$ cat src/rtl/pipe_pkg.sv
// Shared types and constants for the inter-stage pipeline register.
// Stage code slices out_ctrl by name using the per-boundary bit indices below.
package pipe_pkg;

    typedef enum logic [1:0] {
        EMPTY = 2'd0,
        ONE   = 2'd1,
        FULL  = 2'd2
    } pipe_state_t;

    localparam int unsigned PIPE_CTRL_W_DEF = 8;
    localparam int unsigned PIPE_DATA_W_DEF = 128;

    // IF/ID boundary control fields
    localparam int unsigned IFID_PRED_TAKEN  = 0;
    localparam int unsigned IFID_EXC         = 1;

    // ID/EX boundary control fields
    localparam int unsigned IDEX_WB          = 0;
    localparam int unsigned IDEX_MEM_READ    = 1;
    localparam int unsigned IDEX_MEM_WRITE   = 2;
    localparam int unsigned IDEX_BRANCH      = 3;
    localparam int unsigned IDEX_S           = 4;
    localparam int unsigned IDEX_ALU_SRC     = 5;

    // EX/MEM boundary control fields
    localparam int unsigned EXMEM_WB         = 0;
    localparam int unsigned EXMEM_MEM_READ   = 1;
    localparam int unsigned EXMEM_MEM_WRITE  = 2;
    localparam int unsigned EXMEM_BRANCH     = 3;

    // MEM/WB boundary control fields
    localparam int unsigned MEMWB_WB         = 0;
    localparam int unsigned MEMWB_MEM_TO_REG = 1;

    // One-hot mask for a named control field, for building/decoding ctrl words.
    function automatic logic [PIPE_CTRL_W_DEF-1:0] ctrl_mask(input int unsigned idx);
        logic [PIPE_CTRL_W_DEF-1:0] m;
        m = '0;
        m[idx[$clog2(PIPE_CTRL_W_DEF)-1:0]] = 1'b1;
        return m;
    endfunction

endpackage

$ cat src/rtl/pipe_entry.sv
// One pipeline slot: valid flag plus control and data words.
// Flush beats load and clear; ctrl always zeroes on flush, data only when CLEAR_DATA != 0.
module pipe_entry
    import pipe_pkg::*;
#(
    parameter int unsigned CTRL_W     = PIPE_CTRL_W_DEF,
    parameter int unsigned DATA_W     = PIPE_DATA_W_DEF,
    parameter int unsigned CLEAR_DATA = 1
) (
    input  logic              clk,
    input  logic              rst,
    input  logic              flush_i,
    input  logic              load_i,
    input  logic              clear_i,
    input  logic [CTRL_W-1:0] ctrl_i,
    input  logic [DATA_W-1:0] data_i,
    output logic              valid_o,
    output logic [CTRL_W-1:0] ctrl_o,
    output logic [DATA_W-1:0] data_o
);

    logic              valid_q, valid_d;
    logic [CTRL_W-1:0] ctrl_q,  ctrl_d;
    logic [DATA_W-1:0] data_q,  data_d;

    always_comb begin
        valid_d = valid_q;
        ctrl_d  = ctrl_q;
        data_d  = data_q;
        if (flush_i) begin
            valid_d = 1'b0;
            ctrl_d  = '0;
            if (CLEAR_DATA != 0) begin
                data_d = '0;
            end
        end else if (load_i) begin
            valid_d = 1'b1;
            ctrl_d  = ctrl_i;
            data_d  = data_i;
        end else if (clear_i) begin
            // Data is left in place on release; only the enables are killed.
            valid_d = 1'b0;
            ctrl_d  = '0;
        end
    end

    always_ff @(posedge clk or negedge rst) begin
        if (!rst) begin
            valid_q <= 1'b0;
            ctrl_q  <= '0;
            data_q  <= '0;
        end else begin
            valid_q <= valid_d;
            ctrl_q  <= ctrl_d;
            data_q  <= data_d;
        end
    end

    assign valid_o = valid_q;
    assign ctrl_o  = ctrl_q;
    assign data_o  = data_q;

endmodule

$ cat src/rtl/pipe_stage_reg.sv
// Valid/ready pipeline register between two stages, with synchronous flush.
// Define PIPE_STAGE_REG_SKID_EN for a two-entry skid buffer with a registered in_ready.
module pipe_stage_reg
    import pipe_pkg::*;
#(
    parameter int unsigned CTRL_W     = PIPE_CTRL_W_DEF,
    parameter int unsigned DATA_W     = PIPE_DATA_W_DEF,
    parameter int unsigned CLEAR_DATA = 1
) (
    input  logic              clk,
    input  logic              rst,
    input  logic              flush,
    input  logic              in_valid,
    output logic              in_ready,
    input  logic [CTRL_W-1:0] in_ctrl,
    input  logic [DATA_W-1:0] in_data,
    output logic              out_valid,
    input  logic              out_ready,
    output logic [CTRL_W-1:0] out_ctrl,
    output logic [DATA_W-1:0] out_data
);

    logic              acc_fire;
    logic              rel_fire;
    logic              head_load;
    logic              head_clear;
    logic              head_valid;
    logic [CTRL_W-1:0] head_ctrl;
    logic [DATA_W-1:0] head_data;
    logic [CTRL_W-1:0] head_ctrl_in;
    logic [DATA_W-1:0] head_data_in;

    assign acc_fire = in_valid && in_ready;
    assign rel_fire = head_valid && out_ready;

`ifdef PIPE_STAGE_REG_SKID_EN
    pipe_state_t       state_q, state_d;
    logic              in_ready_q;
    logic              skid_load;
    logic              skid_clear;
    logic              skid_valid;
    logic [CTRL_W-1:0] skid_ctrl;
    logic [DATA_W-1:0] skid_data;

    always_comb begin
        state_d    = state_q;
        head_load  = 1'b0;
        head_clear = 1'b0;
        skid_load  = 1'b0;
        skid_clear = 1'b0;
        case (state_q)
            EMPTY: begin
                if (acc_fire) begin
                    head_load = 1'b1;
                    state_d   = ONE;
                end
            end
            ONE: begin
                if (acc_fire && rel_fire) begin
                    head_load = 1'b1;
                end else if (acc_fire) begin
                    skid_load = 1'b1;
                    state_d   = FULL;
                end else if (rel_fire) begin
                    head_clear = 1'b1;
                    state_d    = EMPTY;
                end
            end
            FULL: begin
                // in_ready is low here, so only a release can happen.
                if (rel_fire) begin
                    head_load  = 1'b1;
                    skid_clear = 1'b1;
                    state_d    = ONE;
                end
            end
            default: state_d = EMPTY;
        endcase
        if (flush) begin
            state_d = EMPTY;
        end
    end

    always_ff @(posedge clk or negedge rst) begin
        if (!rst) begin
            state_q    <= EMPTY;
            in_ready_q <= 1'b1;
        end else begin
            state_q    <= state_d;
            in_ready_q <= (state_d != FULL);
        end
    end

    assign in_ready = in_ready_q;

    // The skid slot is only ever valid in FULL, which is exactly when the head refills from it.
    assign head_ctrl_in = skid_valid ? skid_ctrl : in_ctrl;
    assign head_data_in = skid_valid ? skid_data : in_data;

    pipe_entry #(
        .CTRL_W     (CTRL_W),
        .DATA_W     (DATA_W),
        .CLEAR_DATA (CLEAR_DATA)
    ) u_skid (
        .clk     (clk),
        .rst     (rst),
        .flush_i (flush),
        .load_i  (skid_load),
        .clear_i (skid_clear),
        .ctrl_i  (in_ctrl),
        .data_i  (in_data),
        .valid_o (skid_valid),
        .ctrl_o  (skid_ctrl),
        .data_o  (skid_data)
    );
`else
    assign in_ready     = !head_valid || out_ready;
    assign head_load    = acc_fire;
    assign head_clear   = rel_fire && !acc_fire;
    assign head_ctrl_in = in_ctrl;
    assign head_data_in = in_data;
`endif

    pipe_entry #(
        .CTRL_W     (CTRL_W),
        .DATA_W     (DATA_W),
        .CLEAR_DATA (CLEAR_DATA)
    ) u_head (
        .clk     (clk),
        .rst     (rst),
        .flush_i (flush),
        .load_i  (head_load),
        .clear_i (head_clear),
        .ctrl_i  (head_ctrl_in),
        .data_i  (head_data_in),
        .valid_o (head_valid),
        .ctrl_o  (head_ctrl),
        .data_o  (head_data)
    );

    assign out_valid = head_valid;
    // A bubble must never present live enables downstream.
    assign out_ctrl  = head_valid ? head_ctrl : '0;
    assign out_data  = head_data;

endmodule

$ cat config.mk
export PLATFORM = sky130hd
export DESIGN_NAME = pipe_stage_reg
export DESIGN_NICKNAME = d
export VERILOG_FILES = /design/src/rtl/pipe_pkg.sv /design/src/rtl/pipe_entry.sv /design/src/rtl/pipe_stage_reg.sv
export SDC_FILE = /design/constraint.sdc
export NUM_CORES = 1
export LEC_CHECK = 0
export ABC_AREA = 1
export CAP_MARGIN = 10
export CORE_AREA = 2 2 120 122
export DETAILED_ROUTE_END_ITERATION = 8
export DIE_AREA = 0 0 122 124
export HOLD_SLACK_MARGIN = 0.15
export PLACE_DENSITY = 0.81
export SLEW_MARGIN = 0
export SYNTH_ARGS = -nofsm -noshare
export SYNTH_HDL_FRONTEND = slang
export SYNTH_HIERARCHICAL = 1
export SYNTH_SLANG_ARGS = --single-unit
$ cat constraint.sdc
create_clock -name clk -period 2 [get_ports clk]
set_clock_uncertainty 0.2 [all_clocks]
set_input_delay 0.2 -clock clk [delete_from_list [all_inputs] [get_ports clk]]
set_output_delay 0.2 -clock clk [all_outputs]
set_load 0.1 [all_outputs]
### Yosys cells after proc, flatten, opt, wreduce, memory -nomap -nowiden

Index checks and enable logic that the tools add are counted.

| storage, ports and cells | value |
|---|---|
| bits in registers | 137 |
| latch bits | 0 |
| RAM bits | 0 |
| memory bits (read-only) | 0 |
| input port bits | 141 |
| output and inout port bits | 138 |
| logic and storage cells | 20 |
| memories kept | 0 |

| operators by class | value |
|---|---|
| add/subtract/negate cells | 0 |
| multiply operators | 0 |
| divide/modulo/power cells | 0 |
| magnitude comparators | 0 |
| equal/unequal tests | 0 |
| shift-type cells | 0 |
| multiplexer cells | 9 |
| bitwise gates (word level) | 0 |
| reductions and logical operators | 8 |

Operators with widths:

| cell | count |
|---|---|
| $mux 128 | 2 |
| $mux 8 | 4 |
| $logic_and 1x1->1 | 3 |
| $mux 1 | 3 |
| $reduce_bool 3->1 | 1 |
| $logic_not 1->1 | 2 |
| $reduce_bool 2->1 | 1 |
| $logic_or 1x1->1 | 1 |

### Depth between registers and ports, before layout

| depth | value |
|---|---|
| depth in word-level cells | 8 |
| mapped depth | 8 |
| depth with buffers taken out | 6 |

### Modules after synthesis

Netlist, hierarchy kept.

Modules (own cells, without submodules):

| module | times used | cells each | area an instance (µm²) | seq. area each (µm²) |
|---|---|---|---|---|
| pipe_entry | 1 | 580 | 5158.7 | 3428.3 |
| pipe_stage_reg | 1 | 23 | 98.8 | 0.0 |

### Worst setup path after synthesis

No wires, ideal clock.

| path | value |
|---|---|
| kind | reg-to-output |
| from | register u_head.valid_q, in the netlist u_head/valid_o |
| to | output port out_ctrl[0] |
| data arrival time | 1809 ps |
| required time | 1600 ps |
| slack | -209 ps |
| stages on the path, launching flop included | 4 |
| buffers on the path | 1 |
| cell sequence | dfrtp_1 > buf_6 > nand2_1 > inv_1 |

| on the way | value |
|---|---|
| longest elaborated chain between the ends | 1 |

Ends and longest elaborated chain:

| what | line | text |
|---|---|---|
| from (decl) | pipe_entry.sv:22 | `logic valid_q, valid_d;` |
| from (signal assigned) | pipe_entry.sv:53 | `valid_q <= valid_d;` |
| $mux 8 | pipe_stage_reg.sv:143 | `assign out_ctrl = head_valid ? head_ctrl : '0;` |
| to (decl) | pipe_stage_reg.sv:19 | `output logic [CTRL_W-1:0] out_ctrl,` |

No other way between the ends.

==> out/metrics.yaml <==
synthesis.nets: 744
setup_viol: 0
crit_type: "input pin to asynchronous set/reset pin"
fin_tns_setup_ns: 0
num_rows: 43
start_util: 0.383
power_mw: 8.64
drtIter0Drc: 301
grt_max_degree: 73
grt_usage: 0.249
core_area_um2: 13700
num_io_pins: 279
hold_violations: 0
grt_pass1_vias: 5726
drv_cap: 0
place.gp.congestion: 0.773
drv_slew: 0
outcome: "finished, final reports clean"
worst_ep_required_time_ns: 2.40
power_density_nw_per_um2: 872
portBuffers: 278
drtAntennaViolNets: 0
finalCritPeriodShare: 0.863
r2r-end: "u_head/data_o[56]$_DFFE_PN0P_"
cp-start-kind: "input pin"
ys_types: 13
cts.repair.resized: 0
pre_cts_ws_ns: 0.107
cp.arrival_ns: 2.13
cts_setup_buffers: 0
worstReg2RegStart: "u_head/valid_o$_DFFE_PN0P_"
wl_um: 18700
worst_slew_margin_rel: 0.642
syn-instance-count: 603
numCtsBuffers: 17
cts_htree_levels: 4
clk_latency_ns: 0.41
rsz0062_at_grt: "false"
ys_seq_area_frac: 0.652
cp_num_buf_inv: 4
crit_family: "buffers and inverters"
yosys_warnings: 6
die_h_um: 124
crit_fanout: 56
viasPerCell: 4.61
die_x_um: 122
min_period_ns: 1.73
cts_buffer_depth: 2
endpoint_kind: "asynchronous set/reset pin"
dieArea_um2: 15100
placed_cells_incl_taps: 1045
clk_pin_slew_ns: 0.06
drc: 0
slowest_stage: "dlygate4sd3_1"
instances_no_fill: 1201
fmax_mhz: 580
ys_ff_latch: 137
drive_above_1_share: 0.185
leakagePower_nw: 5.28
cp_cell_sequence: "dlygate4sd3_1 -> dlygate4sd3_1 -> buf_6 -> buf_4"
reg2reg_slack_ns: 0.40
reg2regPathDepth: 6
grt_pass1_wl_um: 28800
dr.pass1.iters: 5
final_core_util: 0.722
cp_common_cell: "dlygate4sd3_1"
antenna_cells: 0
clkSinkCount: 137
gr-total-overflow: 0
worstHoldStart: "in_data[51]"
wl_per_cell_um: 15.5
ir_drop_v: 0.000596
cts_root_buffer: "clkbuf_16"
nNetsFinal: 1149
holdBufCountCts: 123
hpwlAfterDp_um: 10700
synth_area_um2: 5260
post_synth.cell_area_avg_um2: 8.72
vias: 5536
worst_slew_pin_slew_ns: 0.537
layout_setup_ws_ns: 0.275
cpPeakStageDelay_ns: 0.59
cts_tree: "built"
hold_depth: 3
whs_endpoint: "u_head/data_o[51]$_DFFE_PN0P_"
areaGrowthSynthToFinish_pct: 88.4
antenna_found_initial: 0
hold_path_class: "input pin to flip-flop"
==> report_power, final <==
group | internal [mW] | total (mW) | switching [mW]
clock network | 2.01 | 3.17 | 1.16
logic | 0.731 | 2.43 | 1.70
registers | 2.94 | 3.05 | 0.104
total | 5.68 | 8.64 | 2.96
==> worst reg2reg max path, cell delays in order, from the launching register on <==
cell and delay (ns):
dfrtp_2 0.40, a21oi_2 0.17, inv_2 0.07, nor2_4 0.16, buf_12 0.27, nand2_1 0.17
nand2_1 0.10
==> sequential cells by signal, summed over array words and instances (netlist names) <==
register	count
u_head/valid_o	1
u_head/data_o	128
u_head/ctrl_o	8
==> worst max-delay path by stage <==
stage                                from  cells after the start                        endpoint  slack (ns)
6_report                              rst                      4   u_head/data_o[30]$_DFFE_PN0P_        0.27
5_1_grt                               rst                      4   u_head/data_o[43]$_DFFE_PN0P_        0.14
4_1_cts        u_head/valid_o$_DFFE_PN0P_                      4                     out_ctrl[5]        0.24
3_5_place_dp                    out_ready                      8   u_head/data_o[58]$_DFFE_PN0P_        0.11
3_3_place_gp                    out_ready                      8   u_head/data_o[58]$_DFFE_PN0P_        0.15
2_1_floorplan  u_head/valid_o$_DFFE_PN0P_                      8  u_head/data_o[100]$_DFFE_PN0P_        0.05
==> synth_stat cells <==
cell / count / area, um2
a21oi_1: 1 / 5.00
a21oi_2: 1 / 8.76
buf_2: 27 / 135
buf_4: 2 / 15.0
buf_6: 1 / 11.3
clkinv_1: 1 / 3.75
dfrtp_1: 137 / 3430
inv_1: 10 / 37.5
inv_2: 1 / 3.75
nand2_1: 411 / 1540
nand3_1: 8 / 40.0
nor2_1: 1 / 3.75
nor2_4: 2 / 22.5
==> logic make-up (layout without fill, tap and decap cells) <==
logic type             after synthesis  after routing  synth area share
AOI/OAI and AO/OA                    2              2           0.00262
buffers and inverters               42            460            0.0393
DFF                                137            137             0.652
and+or+nand+nor                    422            422             0.306
==> area by class of cell <==
class                   instances  area (um2)
clock buffers                  23         498
fillers                       884        3810
inverters                      12        45.0
clock inverters                 9         111
well taps                     180         225
multi-input cells             424        1620
repair buffers                416        3970
flip-flops and latches        137        3430
==> per-stage QoR <==
| step | instance area [um2] | hold slack [ns] |
|---|---|---|
| 2_1_floorplan | 5260 | -0.296 |
| 3_3_place_gp | 8050 | -0.00238 |
| 3_5_place_dp | 8050 | -0.00177 |
| 4_1_cts | 9890 | 0.150 |
| 5_1_grt | 9900 | 0.157 |
| 6_report | 9900 | 0.163 |
==> placed cells by master, fill, tap and decap left out <==
cell type / instances
bufinv_16: 2
clkbuf_1: 1
a21oi_2: 1
inv_6: 2
buf_6: 1
clkinv_4: 1
dlygate4sd3_1: 124
inv_1: 10
buf_12: 15
buf_4: 137
clkinv_1: 1
inv_2: 1
clkinvlp_4: 2
nand3_1: 8
nor2_1: 1
clkdlybuf4s50_1: 139
dfrtp_1: 136
clkbuf_16: 17
dfrtp_2: 1
nand2_1: 411
clkinv_2: 2
a21oi_1: 1
nor2_4: 2
clkbuf_8: 5
==> per-layer routing <==
metal  wire [um]  up-vias  global-route usage
met1        7060     2619               0.279
met2        9430      270               0.438
met5           0        -                   0
met3        1760       33              0.0865
li1            -     2614                   -
met4         401        0              0.0941
Power figures use the tool's default switching activity.
